<file path="src/rtl/exec_pkg.sv">
// Shared definitions for the accumulator executor: opcode encodings and FSM states.
package exec_pkg;

    localparam int OPCODE_W = 5;

    localparam logic [4:0] OP_LI   = 5'h00;
    localparam logic [4:0] OP_MOVT = 5'h01;
    localparam logic [4:0] OP_MOVF = 5'h02;
    localparam logic [4:0] OP_ADD  = 5'h03;
    localparam logic [4:0] OP_SUB  = 5'h04;
    localparam logic [4:0] OP_AND  = 5'h05;
    localparam logic [4:0] OP_OR   = 5'h06;
    localparam logic [4:0] OP_XOR  = 5'h07;
    localparam logic [4:0] OP_LD   = 5'h08;
    localparam logic [4:0] OP_ST   = 5'h09;
    localparam logic [4:0] OP_MUL  = 5'h0A;

    typedef enum logic [1:0] {
        ST_IDLE = 2'b00,
        ST_MEM  = 2'b01,
        ST_MUL  = 2'b10
    } state_e;

endpackage

</file>
<file path="src/rtl/exec_unit_if.sv">
// Decoder-side instruction handshake plus data-memory port of the executor.
// master = environment (decoder + memory), slave = exec_unit.
interface exec_unit_if #(
    parameter int DATA_W = 8,
    parameter int NREGS  = 8,
    parameter int IMM_W  = 3
) ();
    import exec_pkg::*;

    localparam int REG_W = $clog2(NREGS);

    logic                in_valid;
    logic                in_ready;
    logic [OPCODE_W-1:0] opcode;
    logic [REG_W-1:0]    register;
    logic [IMM_W-1:0]    imm;
    logic [DATA_W-1:0]   acc;
    logic                flag_z;
    logic                flag_c;
    logic                retire;
    logic                illegal;
    logic                mem_req;
    logic                mem_we;
    logic [DATA_W-1:0]   mem_addr;
    logic [DATA_W-1:0]   mem_wdata;
    logic [DATA_W-1:0]   mem_rdata;
    logic                mem_ack;

    modport master (
        output in_valid, opcode, register, imm, mem_rdata, mem_ack,
        input  in_ready, acc, flag_z, flag_c, retire, illegal,
               mem_req, mem_we, mem_addr, mem_wdata
    );

    modport slave (
        input  in_valid, opcode, register, imm, mem_rdata, mem_ack,
        output in_ready, acc, flag_z, flag_c, retire, illegal,
               mem_req, mem_we, mem_addr, mem_wdata
    );

endinterface

</file>
<file path="src/rtl/exec_mul.sv">
// Sequential shift-add multiplier. Bit 0 of the multiplier is consumed in
// the start cycle, the remaining DATA_W-1 bits one per cycle; done_o pulses
// for one cycle once product_o holds the full 2*DATA_W result.
module exec_mul #(
    parameter int DATA_W = 8
) (
    input  logic                  clk_i,
    input  logic                  rst_ni,
    input  logic                  start_i,
    input  logic [DATA_W-1:0]     a_i,
    input  logic [DATA_W-1:0]     b_i,
    output logic                  busy_o,
    output logic                  done_o,
    output logic [2*DATA_W-1:0]   product_o
);

    localparam int CNT_W = $clog2(DATA_W) + 1;

    logic                busy_q,  busy_d;
    logic                done_q,  done_d;
    logic [CNT_W-1:0]    cnt_q,   cnt_d;
    logic [2*DATA_W-1:0] mcand_q, mcand_d;
    logic [DATA_W-1:0]   mult_q,  mult_d;
    logic [2*DATA_W-1:0] prod_q,  prod_d;

    // Next-state: load operands on start, then one partial product per cycle.
    always_comb begin
        busy_d  = busy_q;
        done_d  = 1'b0;
        cnt_d   = cnt_q;
        mcand_d = mcand_q;
        mult_d  = mult_q;
        prod_d  = prod_q;
        if (start_i) begin
            if (b_i[0]) begin
                prod_d = {{DATA_W{1'b0}}, a_i};
            end else begin
                prod_d = {(2*DATA_W){1'b0}};
            end
            mcand_d = {{(DATA_W-1){1'b0}}, a_i, 1'b0};
            mult_d  = {1'b0, b_i[DATA_W-1:1]};
            cnt_d   = CNT_W'(DATA_W - 1);
            busy_d  = 1'b1;
        end else if (busy_q) begin
            if (mult_q[0]) begin
                prod_d = prod_q + mcand_q;
            end else begin
                prod_d = prod_q;
            end
            mcand_d = mcand_q << 1;
            mult_d  = mult_q >> 1;
            cnt_d   = cnt_q - CNT_W'(1);
            if (cnt_q == CNT_W'(1)) begin
                busy_d = 1'b0;
                done_d = 1'b1;
            end else begin
                busy_d = 1'b1;
            end
        end else begin
            busy_d = 1'b0;
        end
    end

    // Multiplier state registers; reset discards any partial product.
    always_ff @(posedge clk_i or negedge rst_ni) begin
        if (!rst_ni) begin
            busy_q  <= 1'b0;
            done_q  <= 1'b0;
            cnt_q   <= {CNT_W{1'b0}};
            mcand_q <= {(2*DATA_W){1'b0}};
            mult_q  <= {DATA_W{1'b0}};
            prod_q  <= {(2*DATA_W){1'b0}};
        end else begin
            busy_q  <= busy_d;
            done_q  <= done_d;
            cnt_q   <= cnt_d;
            mcand_q <= mcand_d;
            mult_q  <= mult_d;
            prod_q  <= prod_d;
        end
    end

    assign busy_o    = busy_q;
    assign done_o    = done_q;
    assign product_o = prod_q;

endmodule

</file>
<file path="src/rtl/exec_unit.sv">
// Accumulator-ISA executor: accumulator, Z/C flags and NREGS register file,
// single-cycle ALU ops, req/ack loads/stores.
// Optional multi-cycle MUL enabled by defining EXEC_UNIT_MUL_EN; without it
// opcode MUL is treated as illegal and the multiplier is not built.
module exec_unit
    import exec_pkg::*;
#(
    parameter int DATA_W = 8,
    parameter int NREGS  = 8,
    parameter int IMM_W  = 3
) (
    input  logic       clk,
    input  logic       reset,
    exec_unit_if.slave bus
);

    localparam int REG_W = $clog2(NREGS);

    state_e            state_q, state_d;
    logic [DATA_W-1:0] acc_q, acc_d;
    logic              flag_z_q, flag_z_d;
    logic              flag_c_q, flag_c_d;
    logic              in_ready_q, in_ready_d;
    logic              retire_q, retire_d;
    logic              illegal_q, illegal_d;
    logic              mem_req_q, mem_req_d;
    logic              mem_we_q, mem_we_d;
    logic [DATA_W-1:0] mem_addr_q, mem_addr_d;
    logic [DATA_W-1:0] mem_wdata_q, mem_wdata_d;
    logic [DATA_W-1:0] regs_q [NREGS];

    logic              accept_s;
    logic              acc_wr_s;
    logic              wr_en_s;
    logic [REG_W-1:0]  wr_idx_s;
    logic [DATA_W-1:0] wr_data_s;
    logic [DATA_W-1:0] operand_s;
    logic [DATA_W:0]   sum_s;
    logic [DATA_W:0]   diff_s;

`ifdef EXEC_UNIT_MUL_EN
    logic                mul_start_s;
    logic                mul_busy_s;
    logic                mul_done_s;
    logic [2*DATA_W-1:0] mul_prod_s;

    exec_mul #(.DATA_W(DATA_W)) u_mul (
        .clk_i     (clk),
        .rst_ni    (reset),
        .start_i   (mul_start_s),
        .a_i       (acc_q),
        .b_i       (operand_s),
        .busy_o    (mul_busy_s),
        .done_o    (mul_done_s),
        .product_o (mul_prod_s)
    );
`endif

    // in_ready is only ever high in IDLE, so it alone qualifies acceptance.
    assign accept_s  = bus.in_valid & in_ready_q;
    assign operand_s = regs_q[bus.register];
    assign sum_s     = {1'b0, acc_q} + {1'b0, operand_s};
    assign diff_s    = {1'b0, acc_q} - {1'b0, operand_s};

    // Instruction decode, FSM transitions and next architectural state.
    always_comb begin
        state_d     = state_q;
        acc_d       = acc_q;
        flag_z_d    = flag_z_q;
        flag_c_d    = flag_c_q;
        in_ready_d  = in_ready_q;
        retire_d    = 1'b0;
        illegal_d   = 1'b0;
        mem_req_d   = mem_req_q;
        mem_we_d    = mem_we_q;
        mem_addr_d  = mem_addr_q;
        mem_wdata_d = mem_wdata_q;
        wr_en_s     = 1'b0;
        wr_idx_s    = bus.register;
        wr_data_s   = acc_q;
        acc_wr_s    = 1'b0;
`ifdef EXEC_UNIT_MUL_EN
        mul_start_s = 1'b0;
`endif
        case (state_q)
            ST_IDLE: begin
                if (accept_s) begin
                    case (bus.opcode)
                        OP_LI: begin
                            acc_d    = DATA_W'(bus.imm);
                            acc_wr_s = 1'b1;
                            retire_d = 1'b1;
                        end
                        OP_MOVT: begin
                            wr_en_s  = 1'b1;
                            retire_d = 1'b1;
                        end
                        OP_MOVF: begin
                            acc_d    = operand_s;
                            acc_wr_s = 1'b1;
                            retire_d = 1'b1;
                        end
                        OP_ADD: begin
                            {flag_c_d, acc_d} = sum_s;
                            acc_wr_s = 1'b1;
                            retire_d = 1'b1;
                        end
                        OP_SUB: begin
                            // MSB of the widened difference is the borrow.
                            {flag_c_d, acc_d} = diff_s;
                            acc_wr_s = 1'b1;
                            retire_d = 1'b1;
                        end
                        OP_AND: begin
                            acc_d    = acc_q & operand_s;
                            acc_wr_s = 1'b1;
                            retire_d = 1'b1;
                        end
                        OP_OR: begin
                            acc_d    = acc_q | operand_s;
                            acc_wr_s = 1'b1;
                            retire_d = 1'b1;
                        end
                        OP_XOR: begin
                            acc_d    = acc_q ^ operand_s;
                            acc_wr_s = 1'b1;
                            retire_d = 1'b1;
                        end
                        OP_LD, OP_ST: begin
                            state_d    = ST_MEM;
                            in_ready_d = 1'b0;
                            mem_req_d  = 1'b1;
                            mem_we_d   = (bus.opcode == OP_ST);
                            mem_addr_d = operand_s;
                            if (bus.opcode == OP_ST) begin
                                mem_wdata_d = acc_q;
                            end else begin
                                mem_wdata_d = mem_wdata_q;
                            end
                        end
`ifdef EXEC_UNIT_MUL_EN
                        OP_MUL: begin
                            state_d     = ST_MUL;
                            in_ready_d  = 1'b0;
                            mul_start_s = 1'b1;
                        end
`endif
                        default: begin
                            illegal_d = 1'b1;
                            retire_d  = 1'b1;
                        end
                    endcase
                end else begin
                    state_d = ST_IDLE;
                end
            end
            ST_MEM: begin
                if (bus.mem_ack) begin
                    state_d    = ST_IDLE;
                    in_ready_d = 1'b1;
                    mem_req_d  = 1'b0;
                    mem_we_d   = 1'b0;
                    retire_d   = 1'b1;
                    if (!mem_we_q) begin
                        acc_d    = bus.mem_rdata;
                        acc_wr_s = 1'b1;
                    end else begin
                        acc_d = acc_q;
                    end
                end else begin
                    state_d = ST_MEM;
                end
            end
            ST_MUL: begin
`ifdef EXEC_UNIT_MUL_EN
                if (mul_done_s) begin
                    state_d    = ST_IDLE;
                    in_ready_d = 1'b1;
                    retire_d   = 1'b1;
                    acc_d      = mul_prod_s[DATA_W-1:0];
                    flag_c_d   = |mul_prod_s[2*DATA_W-1:DATA_W];
                    acc_wr_s   = 1'b1;
                end else if (!mul_busy_s) begin
                    // Multiplier idle without a result: recover to IDLE.
                    state_d    = ST_IDLE;
                    in_ready_d = 1'b1;
                end else begin
                    state_d = ST_MUL;
                end
`else
                state_d    = ST_IDLE;
                in_ready_d = 1'b1;
`endif
            end
            default: begin
                state_d    = ST_IDLE;
                in_ready_d = 1'b1;
                mem_req_d  = 1'b0;
                mem_we_d   = 1'b0;
            end
        endcase
        if (acc_wr_s) begin
            flag_z_d = (acc_d == {DATA_W{1'b0}});
        end else begin
            flag_z_d = flag_z_q;
        end
    end

    // Architectural and output registers; reset also drops mem_req at once.
    always_ff @(posedge clk or negedge reset) begin
        if (!reset) begin
            state_q     <= ST_IDLE;
            acc_q       <= {DATA_W{1'b0}};
            flag_z_q    <= 1'b0;
            flag_c_q    <= 1'b0;
            in_ready_q  <= 1'b1;
            retire_q    <= 1'b0;
            illegal_q   <= 1'b0;
            mem_req_q   <= 1'b0;
            mem_we_q    <= 1'b0;
            mem_addr_q  <= {DATA_W{1'b0}};
            mem_wdata_q <= {DATA_W{1'b0}};
        end else begin
            state_q     <= state_d;
            acc_q       <= acc_d;
            flag_z_q    <= flag_z_d;
            flag_c_q    <= flag_c_d;
            in_ready_q  <= in_ready_d;
            retire_q    <= retire_d;
            illegal_q   <= illegal_d;
            mem_req_q   <= mem_req_d;
            mem_we_q    <= mem_we_d;
            mem_addr_q  <= mem_addr_d;
            mem_wdata_q <= mem_wdata_d;
        end
    end

    // Register file: cleared on reset, written only by MOVT.
    always_ff @(posedge clk or negedge reset) begin
        if (!reset) begin
            for (int i = 0; i < NREGS; i++) begin
                regs_q[i] <= {DATA_W{1'b0}};
            end
        end else if (wr_en_s) begin
            regs_q[wr_idx_s] <= wr_data_s;
        end else begin
            regs_q[wr_idx_s] <= regs_q[wr_idx_s];
        end
    end

    assign bus.in_ready  = in_ready_q;
    assign bus.acc       = acc_q;
    assign bus.flag_z    = flag_z_q;
    assign bus.flag_c    = flag_c_q;
    assign bus.retire    = retire_q;
    assign bus.illegal   = illegal_q;
    assign bus.mem_req   = mem_req_q;
    assign bus.mem_we    = mem_we_q;
    assign bus.mem_addr  = mem_addr_q;
    assign bus.mem_wdata = mem_wdata_q;

endmodule

</file>
<file path="src/flat_wrapper.sv">
// flat-port wrapper written by rule: the top's interface ports become plain ports
module exec_unit_flat import exec_pkg::*;
#(
    parameter int DATA_W = 8,
    parameter int NREGS  = 8,
    parameter int IMM_W  = 3
)
  (clk, reset, bus_in_valid, bus_opcode, bus_register, bus_imm, bus_mem_rdata, bus_mem_ack, bus_in_ready, bus_acc, bus_flag_z, bus_flag_c, bus_retire, bus_illegal, bus_mem_req, bus_mem_we, bus_mem_addr, bus_mem_wdata);
  exec_unit_if #(.DATA_W(DATA_W), .NREGS(NREGS), .IMM_W(IMM_W)) bus_i ();
  input  logic clk;
  input  logic reset;
  input wire logic [$bits(bus_i.in_valid)-1:0] bus_in_valid;
  input wire logic [$bits(bus_i.opcode)-1:0] bus_opcode;
  input wire logic [$bits(bus_i.register)-1:0] bus_register;
  input wire logic [$bits(bus_i.imm)-1:0] bus_imm;
  input wire logic [$bits(bus_i.mem_rdata)-1:0] bus_mem_rdata;
  input wire logic [$bits(bus_i.mem_ack)-1:0] bus_mem_ack;
  output wire logic [$bits(bus_i.in_ready)-1:0] bus_in_ready;
  output wire logic [$bits(bus_i.acc)-1:0] bus_acc;
  output wire logic [$bits(bus_i.flag_z)-1:0] bus_flag_z;
  output wire logic [$bits(bus_i.flag_c)-1:0] bus_flag_c;
  output wire logic [$bits(bus_i.retire)-1:0] bus_retire;
  output wire logic [$bits(bus_i.illegal)-1:0] bus_illegal;
  output wire logic [$bits(bus_i.mem_req)-1:0] bus_mem_req;
  output wire logic [$bits(bus_i.mem_we)-1:0] bus_mem_we;
  output wire logic [$bits(bus_i.mem_addr)-1:0] bus_mem_addr;
  output wire logic [$bits(bus_i.mem_wdata)-1:0] bus_mem_wdata;
  assign bus_i.in_valid = bus_in_valid;
  assign bus_i.opcode = bus_opcode;
  assign bus_i.register = bus_register;
  assign bus_i.imm = bus_imm;
  assign bus_i.mem_rdata = bus_mem_rdata;
  assign bus_i.mem_ack = bus_mem_ack;
  assign bus_in_ready = bus_i.in_ready;
  assign bus_acc = bus_i.acc;
  assign bus_flag_z = bus_i.flag_z;
  assign bus_flag_c = bus_i.flag_c;
  assign bus_retire = bus_i.retire;
  assign bus_illegal = bus_i.illegal;
  assign bus_mem_req = bus_i.mem_req;
  assign bus_mem_we = bus_i.mem_we;
  assign bus_mem_addr = bus_i.mem_addr;
  assign bus_mem_wdata = bus_i.mem_wdata;
  exec_unit #(.DATA_W(DATA_W), .NREGS(NREGS), .IMM_W(IMM_W)) u_core (.clk(clk), .reset(reset), .bus(bus_i));
endmodule
</file>
<file path="config.mk">
export PLATFORM = sky130hd
export DESIGN_NAME = exec_unit_flat
export DESIGN_NICKNAME = d
export VERILOG_FILES = /design/src/rtl/exec_pkg.sv /design/src/rtl/exec_unit_if.sv /design/src/rtl/exec_mul.sv /design/src/rtl/exec_unit.sv /design/src/flat_wrapper.sv
export SDC_FILE = /design/constraint.sdc
export NUM_CORES = 1
export LEC_CHECK = 0
export CORE_ASPECT_RATIO = 0.8
export CORE_MARGIN = 2
export CORE_UTILIZATION = 30
export DETAILED_ROUTE_END_ITERATION = 8
export GPL_TIMING_DRIVEN = 0
export PLACE_DENSITY_LB_ADDON = 0.15
export SYNTH_ARGS = -nofsm -noshare
export SYNTH_HDL_FRONTEND = slang
export SYNTH_SLANG_ARGS = --single-unit
</file>
<file path="constraint.sdc">
create_clock -name clk -period 7.7 [get_ports clk]
set_input_delay 1.54 -clock clk [delete_from_list [all_inputs] [get_ports clk]]
set_output_delay 1.54 -clock clk [all_outputs]
set_load 0.02 [all_outputs]
</file>
==> metrics.csv, run 1 <==
metric,value,unit
RSZ-0062 raised after global routing,no,
first-pass GRT wire length,27300,µm
power per cell area,294,nW/µm²
worst r2r src,u_core.regs_q[8],
R2R cell count,14,
"Async S/R FF share, synth",1.00,
Worst Path Required,7950,ps
Max Cap Viol,0,
fin crit share,0.759,
synthesis-to-layout area growth,20.5,%
first-pass iteration count of the detailed router,4,
setup violators final,0,
drc violations,0,
CP Max Fanout,10,
largest net degree at the start of global routing,71,
Synth Instances,609,
total power,1960,µW
CTS tree,done,
Fmax,0.171,GHz
number of synthesized flops with an enable pin,0,
IO Port Bufs,52,
First DRT Iteration DRCs,409,
nets,724,
clock transition at the registers of the reported paths,70,ps
Final ANT Viol Nets,0,
initial antenna violation count,0,
share of cells above drive strength 1,0.0693,
Synth warnings,0,
post-CTS setup buffer count,0,
clock latency on the worst-skew pair,350,ps
Antenna diodes,0,
Slew Limit Fails,0,
CTS max path bufs,2,
"Gates resized, CTS repair",0,
slew at the pin with the worst max-slew slack,949,ps
CTS Hold Bufs,0,
via count,4729,
Worst setup EP type,flop,
H-Tree Depth,3,
WL/cell,19.0,µm
Reg-to-Reg End,u_core.bus.flag_z,
Worst Path Arrival,6090,ps
Post-DP HPWL,13200,µm
RePlAce Congestion,0.884,
CTS buffer count,9,
Post-Syn Area,5520,µm²
Congestion Overflow GR,0,
Root Buffer,clkbuf_16,
Max-slew headroom,0.367,
multi-input logic area,2870,µm²
Seq. cell area,2400,µm²
DR vias/cell,5.21,
crit path time final,5840,ps
Worst Setup SP,bus_register[2],
maximum vdd drop,0.000129,V
Hold Path End,u_core.regs_q[58],
GRT Util Overall,0.183,
Post-Syn Area per Cell,9.06,µm²
die footprint,19500,µm²
kind of critical path,in2reg,
Hold WC Path Type,reg2reg,
Ports,54,
Worst Skew,7.72,ps
number of unique standard cell types used by synthesis,60,
synthesized flop and latch total,96,
Min-Delay Path Depth,2,
starting density of the core,0.305,
drt total wl,17200,µm
syn_nets,660,
"Seq/Total Area, Yosys",0.436,
vias in the first global route,4694,
"Top FF cell, synth",dfrtp_1,
Die Y,125,µm
fillers,1870,
"Hold Vio Cnt, Final",0,
leakage dissipation,0.00293,µW
TNS Setup,0,ps
chip width,156,µm
r2r setup slk,3340,ps
core area,18100,µm²
FP Rows,44,
clock sink count,96,
hold_sp,u_core.regs_q[58],
Worst setup SP type,input pin,
status,finished clean,
==> layout make-up <==
cell class | count | share of cell area
multi-input combinational | 451 | 0.431
tap | 230 | 0.0433
sequential | 96 | 0.361
buffer | 34 | 0.0216
clock buffer | 10 | 0.0344
clock inverter | 6 | 0.0103
inverter | 28 | 0.0158
timing repair buffer | 53 | 0.0820
==> placed cells by master (no fill, tap or decap), types with 13 or more instances in the layout <==
master and count:
clkbuf_1 25, a21oi_1 25, clkdlybuf4s50_1 51, o21ai_0 112, nand2_1 117, ha_1 26, inv_1 27, mux2i_1 13
dfrtp_1 95, nor2_1 26
==> critical path, stage by stage <==
cell	delay [ps]
clkdlybuf4s50_1	500
buf_2	280
mux4_2	370
mux2_2	300
a31oi_4	280
inv_1	110
ha_1	260
fa_1	460
mux2_2	270
a21oi_1	160
a21oi_1	90
a22oi_1	200
a21oi_1	140
or3_1	370
or4_1	470
o31ai_2	290
==> registers in the layout, summed over array words and instances (netlist names) <==
register / count
u_core.bus.mem_req: 1
u_core.bus.mem_addr: 8
u_core.bus.mem_wdata: 8
u_core.regs_q: 64
u_core.bus.acc: 8
u_core.bus.flag_c: 1
u_core.bus.in_ready: 1
u_core.state_q: 1
u_core.bus.flag_z: 1
u_core.bus.retire: 1
u_core.bus.illegal: 1
u_core.bus.mem_we: 1
==> where the power goes <==
group / leakage [µW] / switching (µW) / internal, µW
Combinational: 0.00152 / 462 / 328
Clock: 0.000143 / 199 / 254
Sequential: 0.00127 / 92.5 / 620
Total: 0.00293 / 754 / 1200
==> through the flow <==
stage / hold WS [ps] / area (µm²) / setup WS (ps) / utilization / instances
finish: 477 / 6650 / 1860 / 0.367 / 908
global route: 510 / 6650 / 1630 / 0.367 / 908
CTS: 484 / 6650 / 1850 / 0.367 / 908
detailed placement: 469 / 6350 / 1510 / 0.351 / 892
global placement: 455 / 6330 / 1430 / 0.349 / 891
floorplan: 442 / 5520 / 2670 / - / 609
==> worst max-delay path by stage <==
stage | to | slack, ps | cells past startpoint
2_1_floorplan | u_core.bus.flag_z | 2670 | 15
3_3_place_gp | u_core.bus.illegal | 1430 | 1
3_5_place_dp | u_core.bus.flag_z | 1510 | 16
4_1_cts | u_core.bus.flag_z | 1850 | 16
5_1_grt | u_core.bus.flag_z | 1630 | 16
6_report | u_core.bus.flag_z | 1860 | 16
==> cells by family (layout without fill, tap and decap cells) <==
family                     after synthesis  count (layout)  share of synthesized area
muxes                                   30              30                     0.0773
buffers and inverters                   62             131                     0.0451
and+or+nand+nor                        197             197                      0.162
DFF                                     96              96                      0.436
AOI/OAI and AO/OA                      192             192                      0.207
adders and majority gates               28              28                     0.0662
xor gates and xnor gates                 4               4                    0.00635
==> metal layers <==
metal  routed length (µm)  track usage
met1                 9110        0.284
met2                 7210        0.262
met3                  788       0.0343
met4                  117       0.0394
met5                    0            0
==> synthesized netlist by cell type, types with 2 or more instances <==
| cell | number | area, µm² |
|---|---|---|
| nor3b_1 | 6 | 45.0 |
| o21bai_1 | 6 | 45.0 |
| a22oi_1 | 4 | 30.0 |
| a22o_1 | 5 | 43.8 |
| inv_1 | 27 | 101 |
| o22ai_1 | 2 | 12.5 |
| nor3_1 | 4 | 20.0 |
| mux4_1 | 4 | 105 |
| o21ai_0 | 112 | 561 |
| o221ai_1 | 5 | 43.8 |
| a211oi_1 | 5 | 37.5 |
| nand3b_1 | 2 | 15.0 |
| fa_1 | 2 | 40.0 |
| dfrtp_1 | 95 | 2380 |
| o211ai_1 | 2 | 15.0 |
| a221oi_1 | 4 | 35.0 |
| xnor2_1 | 2 | 17.5 |
| nand3_1 | 9 | 45.0 |
| nor2_1 | 26 | 97.6 |
| mux4_2 | 2 | 45.0 |
| buf_1 | 2 | 7.51 |
| clkbuf_1 | 24 | 90.1 |
| nor2b_1 | 4 | 25.0 |
| mux2_2 | 9 | 101 |
| mux2i_1 | 13 | 130 |
| ha_1 | 26 | 325 |
| and3_1 | 5 | 31.3 |
| buf_2 | 6 | 30.0 |
| mux2i_4 | 2 | 45.0 |
| a21oi_1 | 25 | 125 |
| nand2_1 | 117 | 439 |
| or3_1 | 6 | 37.5 |
| a221o_1 | 3 | 30.0 |
| a31oi_1 | 6 | 37.5 |
| a2111oi_0 | 2 | 17.5 |
| a21o_1 | 2 | 15.0 |
| nand2b_1 | 9 | 56.3 |
| xor2_1 | 2 | 17.5 |
Note: power is estimated with default switching activity, not from simulation.
==> run 2, diff against run 1 <==
==> constraint.sdc (replaced) <==
create_clock -name clk -period 5.8 [get_ports clk]
set_input_delay 1.16 -clock clk [delete_from_list [all_inputs] [get_ports clk]]
set_output_delay 1.16 -clock clk [all_outputs]
set_load 0.02 [all_outputs]
==> results of run 2 <==
Same layout as run 1 (identical final DEF). Status: finished clean.
Among the figures that moved: setup slack after placement 1510 ps -> -9.90 ps; setup slack after layout 1860 ps -> 337 ps; register-to-register setup slack 3340 ps -> 1440 ps; total power 1960 µW -> 2600 µW; worst IR drop on VDD 0.000129 V -> 0.000171 V
